==> src/rtl/nibble_load_driver.sv <==
// Host-side initiator: loads two 8-bit operands into the nibble-load engine, waits, returns product.
// Optional echo checking of the load bus is enabled by defining ECHO_CHECK_EN.
module nibble_load_driver #(
   parameter int unsigned SETTLE_CYCLES = 1,
   parameter bit          WEIGHT_FIRST  = 1'b0
) (
   input  logic       clk,
   input  logic       rst_n,
   input  logic       op_valid_i,
   output logic       op_ready_o,
   input  logic [7:0] in_op_i,
   input  logic [7:0] wt_op_i,
   output logic [7:0] bus_o,
   input  logic [7:0] bus_i,
   output logic       res_valid_o,
   input  logic       res_ready_i,
   output logic [7:0] res_o,
`ifdef ECHO_CHECK_EN
   output logic       echo_err_o,
`endif
   output logic       busy_o
);

   typedef enum logic [2:0] {StIdle, StLd0, StLd1, StLd2, StLd3, StCmp, StRes} state_e;

   localparam logic [3:0] SettleLast = 4'(SETTLE_CYCLES - 1);

   state_e     state_q, state_d;
   logic [3:0] cnt_q, cnt_d;
   logic [7:0] in_q, in_d, wt_q, wt_d;
   logic [7:0] bus_q, bus_d;
   logic [7:0] res_q, res_d;
   logic       res_valid_q, res_valid_d;
   logic [7:0] ld_in, ld_wt;

   function automatic logic [7:0] ld_word(logic is_in, logic lsb, logic [7:0] a, logic [7:0] w);
      logic [7:0] op;
      op = is_in ? a : w;
      return {1'b1, lsb, is_in, 1'b0, (lsb ? op[3:0] : op[7:4])};
   endfunction

   always_comb begin
      state_d     = state_q;
      cnt_d       = cnt_q;
      in_d        = in_q;
      wt_d        = wt_q;
      res_d       = res_q;
      res_valid_d = res_valid_q;
      ld_in       = in_q;
      ld_wt       = wt_q;
      bus_d       = 8'h00;
      unique case (state_q)
         StIdle: begin
            if (op_valid_i) begin
               state_d = StLd0;
               in_d    = in_op_i;
               wt_d    = wt_op_i;
               // The first load word must come from the operands being accepted now
               ld_in   = in_op_i;
               ld_wt   = wt_op_i;
            end
         end
         StLd0: state_d = StLd1;
         StLd1: state_d = StLd2;
         StLd2: state_d = StLd3;
         StLd3: begin
            state_d = StCmp;
            cnt_d   = 4'd0;
         end
         StCmp: begin
            if (cnt_q == SettleLast) begin
               state_d     = StRes;
               cnt_d       = 4'd0;
               res_d       = bus_i;
               res_valid_d = 1'b1;
            end else begin
               cnt_d = cnt_q + 4'd1;
            end
         end
         StRes: begin
            if (res_ready_i) begin
               state_d     = StIdle;
               res_valid_d = 1'b0;
            end
         end
         default: state_d = StIdle;
      endcase

      // Bus word is registered on entry to each load state
      unique case (state_d)
         StLd0:   bus_d = ld_word(!WEIGHT_FIRST, 1'b1, ld_in, ld_wt);
         StLd1:   bus_d = ld_word(!WEIGHT_FIRST, 1'b0, ld_in, ld_wt);
         StLd2:   bus_d = ld_word(WEIGHT_FIRST, 1'b1, ld_in, ld_wt);
         StLd3:   bus_d = ld_word(WEIGHT_FIRST, 1'b0, ld_in, ld_wt);
         default: bus_d = 8'h00;
      endcase
   end

   always_ff @(posedge clk) begin
      if (!rst_n) begin
         state_q     <= StIdle;
         cnt_q       <= 4'd0;
         in_q        <= 8'h00;
         wt_q        <= 8'h00;
         bus_q       <= 8'h00;
         res_q       <= 8'h00;
         res_valid_q <= 1'b0;
      end else begin
         state_q     <= state_d;
         cnt_q       <= cnt_d;
         in_q        <= in_d;
         wt_q        <= wt_d;
         bus_q       <= bus_d;
         res_q       <= res_d;
         res_valid_q <= res_valid_d;
      end
   end

   assign bus_o       = bus_q;
   assign res_o       = res_q;
   assign res_valid_o = res_valid_q;
   assign op_ready_o  = (state_q == StIdle);
   assign busy_o      = (state_q != StIdle);

`ifdef ECHO_CHECK_EN
   logic err_q, err_d;
   logic in_load;

   assign in_load = (state_q == StLd0) || (state_q == StLd1) ||
                    (state_q == StLd2) || (state_q == StLd3);

   always_comb begin
      err_d = err_q;
      if ((state_q == StIdle) && op_valid_i) begin
         err_d = 1'b0;
      end else if (in_load && (bus_i != bus_q)) begin
         err_d = 1'b1;
      end
   end

   always_ff @(posedge clk) begin
      if (!rst_n) begin
         err_q <= 1'b0;
      end else begin
         err_q <= err_d;
      end
   end

   assign echo_err_o = err_q;
`endif

endmodule

==> config.mk <==
export PLATFORM = sky130hd
export DESIGN_NAME = nibble_load_driver
export DESIGN_NICKNAME = d
export VERILOG_FILES = /design/src/rtl/nibble_load_driver.sv
export SDC_FILE = /design/constraint.sdc
export NUM_CORES = 1
export LEC_CHECK = 0
export CORE_MARGIN = 2
export CORE_UTILIZATION = 25
export DETAILED_ROUTE_END_ITERATION = 8
export PLACE_DENSITY = 0.59
export SKIP_CTS_REPAIR_TIMING = 1
export SYNTH_ARGS = -nofsm -noshare
export SYNTH_HDL_FRONTEND = slang
export SYNTH_SLANG_ARGS = --single-unit
==> constraint.sdc <==
create_clock -name clk -period 1.8 [get_ports clk]
set_input_delay 0.36 -clock clk [delete_from_list [all_inputs] [get_ports clk]]
set_output_delay 0.36 -clock clk [all_outputs]
set_load 0.005 [all_outputs]
==> flow_summary_export.csv <==
group,metric,value,unit
run_status,status,"finished clean",
die,fp.dieW,82.5,um
worst_setup_path,worstPathMaxFanout,2,
layout,fin_cells,309,
worst_setup_path,critical_path_class,"flop to primary output",
layout,fillers,625,
sta,setup_tns,0,ns
synth,synth_area_leaders,"dfxtp_1, a21oi_1, nand2_1, nand3_1, o21ai_0",
worst_setup_path,reg2reg_depth,5,
global_routing,grt_max_degree,24,
cts,clkSlewWorstSetupHoldPaths,0.07,ns
die,rows,28,
synth,yosysWarningCount,0,
route,viasPerCell,4.57,
synth,synth_mux_area_frac,0.0276,
worst_setup_path,worst-path-stages,3,
synth,synthesis.nets,216,
worst_setup_path,crit_buf_inv,2,
die,start_util,0.259,
worst_setup_path,start_kind,"flop",
worst_setup_path,critPathMaxStageDelay,0.44,ns
layout,fin_util,0.374,
synth,synth_top_family_by_area,"simple AND/OR/NAND/NOR gates",
worst_setup_path,reg2reg_slack,0.25,ns
worst_setup_path,crit_path_end,"busy_o",
worst_setup_path,crit_family,"buffers and inverters",
sta,report.final.slew_viol_count,0,
synth,yosysTopAreaCellShare,0.455,
layout,stdcell_area,2230,sq um
synth,yosysTopAreaCell,"dfxtp_1",
pwr,p_leak,0.823,nW
synth,synth_xor_area_frac,0.00568,
route,wire_per_inst,12.0,um
cts,cts_tree,"built",
worst_setup_path,worstPathRequired,1.44,ns
worst_setup_path,slowest_stage,"clkdlybuf4s50_1",
global_routing,grt_first_pass_wirelength,5750,um
synth,ys_types,35,
worst_setup_path,startpoint,"state_q[2]",
die,die_h,82.5,um
sta,setup_ws,0.0627,ns
sta,hold_violations,0,
worst_setup_path,r2r_end,"cnt_q[3]",
die,io_pins,47,
worst_setup_path,reg2reg_from,"cnt_q[0]",
synth,synth-adder-area-share,0.0162,
pwr,total_power,1.94,mW
global_routing,grt_pass1_vias,1240,
synth,synth_flop_cell,"dfxtp_1",
sta,finalSetupViolations,0,
synth,synth_area,1540,sq um
synth,synth_edf_count,0,
placement,dp_cells,301,
placement,placed_cell_area,2090,sq um
cts,clkLatencyLatePin,0.29,ns
synth,synthCells,186,
synth,ys_seq_area_frac,0.455,
synth,synth-simple-area-share,0.228,
die,core_area,5960,sq um
worst_setup_path,cp-end-kind,"primary output",
layout,num-nets-final,263,
worst_setup_path,path_cells,"nor3_4, inv_1, clkdlybuf4s50_1",
cts,cts_root_buf,"clkbuf_8",
route,wl,3700,um
layout,drive_gt1_frac,0.107,
layout,n_antenna_cell,0,
route,dr_total_vias,1412,
layout,seqCellArea,701,sq um
placement,gp_congestion,0.722,
route,drtIter0Drc,86,
worst_hold_path,min_path_type,"flop to flop",
die,dieArea,6810,sq um
global_routing,grt_antenna_before_repair,0,
pwr,ir_worst_vdd,442,uV
synth,synth_compound_area_frac,0.193,
cts,cts_max_level,2,
cts,cts_made_buffers,5,
global_routing,grt_use_total,0.112,
synth,async_flop_share,0,
sta,fmax,576,MHz
global_routing,gr-total-overflow,0,
sta,fin_crit_sh,0.965,
layout,multi_input_area,746,sq um
flow_run,max-cap-violations,0,
worst_setup_path,critPathArrivalTime,1.38,ns
sta,period_needed,1.74,ns
route,drc,0,
cts,clock-sinks,35,
cts,cts_buffer_depth,2,
route,first_pass_iters,4,
placement,port_buffers,45,
pwr,p_per_area,871,nW/um^2
synth,avgSynthCellArea,8.29,sq um
route,antenna_left,0,
synth,ys_seq_elements,35,
layout,area_growth_syn_to_layout,44.6,%
sta,whs,0.456,ns
placement,dp_hpwl,2550,um
placement,post-place-ws,0.0784,ns
worst_hold_path,holdPathStages,2,
sta,finClkSkew,0.00397,ns
-- worst min-delay path by stage --
| stage | startpoint | end | slack [ns] |
|---|---|---|---|
| floorplan | wt_q[4] | wt_q[4] | 0.43 |
| global placement | wt_q[7] | wt_q[7] | 0.44 |
| detailed placement | wt_q[7] | wt_q[7] | 0.45 |
| CTS | wt_q[7] | wt_q[7] | 0.46 |
| global route | wt_q[2] | wt_q[2] | 0.48 |
| finish | in_q[5] | in_q[5] | 0.46 |
-- cells in the mapped netlist (all sizes together), types with 3 or more instances --
| cell type | number |
|---|---|
| dfxtp | 35 |
| nand2 | 34 |
| a21oi | 28 |
| nand3 | 14 |
| buf | 11 |
| o21ai | 11 |
| inv | 6 |
| clkbuf | 5 |
| nor2b | 5 |
| nor3 | 4 |
| a31oi | 3 |
-- kinds of logic (layout without fill, tap and decap cells) --
| group | count (synthesis) | count (layout) |
|---|---|---|
| AND/OR/NAND/NOR | 69 | 69 |
| AO/OA/AOI/OAI | 52 | 52 |
| flip-flops | 35 | 35 |
| buffers and inverters | 22 | 70 |
| multiplexers | 4 | 4 |
| adder cells (fa/ha/maj) | 2 | 2 |
| other | 1 | 1 |
| XOR/XNOR | 1 | 1 |
-- metal layers --
metal	wire length (um)	share of wire	vias to the layer above	track usage
met5	0	0	-	0
met4	64	0.017	0	0.0492
met3	167	0.045	8	0.0326
met2	1770	0.48	32	0.181
met1	1700	0.46	640	0.138
li1	-	-	732	-
-- cells in the final DEF (no fill, tap or decap), drive strengths merged, types with 2 or more instances in the layout --
cell and instances:
o211a 2, nand2 34, a22oi 2, buf 11, a21oi 28, nand3 14
a211o 2, clkdlybuf4s50 44, mux2i 2, o21ai 11, a31oi 3, nor3 4
ha 2, mux2 2, clkbuf 6, nor2 2, nor2b 5, dfxtp 35
inv 6, a211oi 2
-- registers in the layout, indices dropped and copies added, names as in the netlist --
name / cells
bus_o: 7
cnt_q: 4
in_q: 4
res_o: 8
res_valid_o: 1
state_q: 3
wt_q: 8
-- layout make-up --
class                           count  area share
Timing Repair Buffer               56       0.246
Inverter                            6      0.0101
Clock buffer                        6      0.0371
Multi-Input combinational cell    129       0.335
Tap cell                           75      0.0421
Sequential cell                    35       0.314
Clock inverter                      2      0.0157
-- where the power goes --
part	internal (mW)	switching [mW]	leakage, nW	total, mW
sequential	0.822	0.0223	0.285	0.844
combinational	0.199	0.164	0.476	0.363
clock	0.448	0.287	0.0612	0.735
-- tightest hold or removal path, delay by kind of cell (launching register included) --
| family | cells | cell delay (ns) |
|---|---|---|
| and+or+nand+nor | 1 | 0.05 |
| DFF | 1 | 0.31 |
| AOI/OAI and AO/OA | 1 | 0.05 |
No activity file was read; power rests on OpenSTA's default activity.
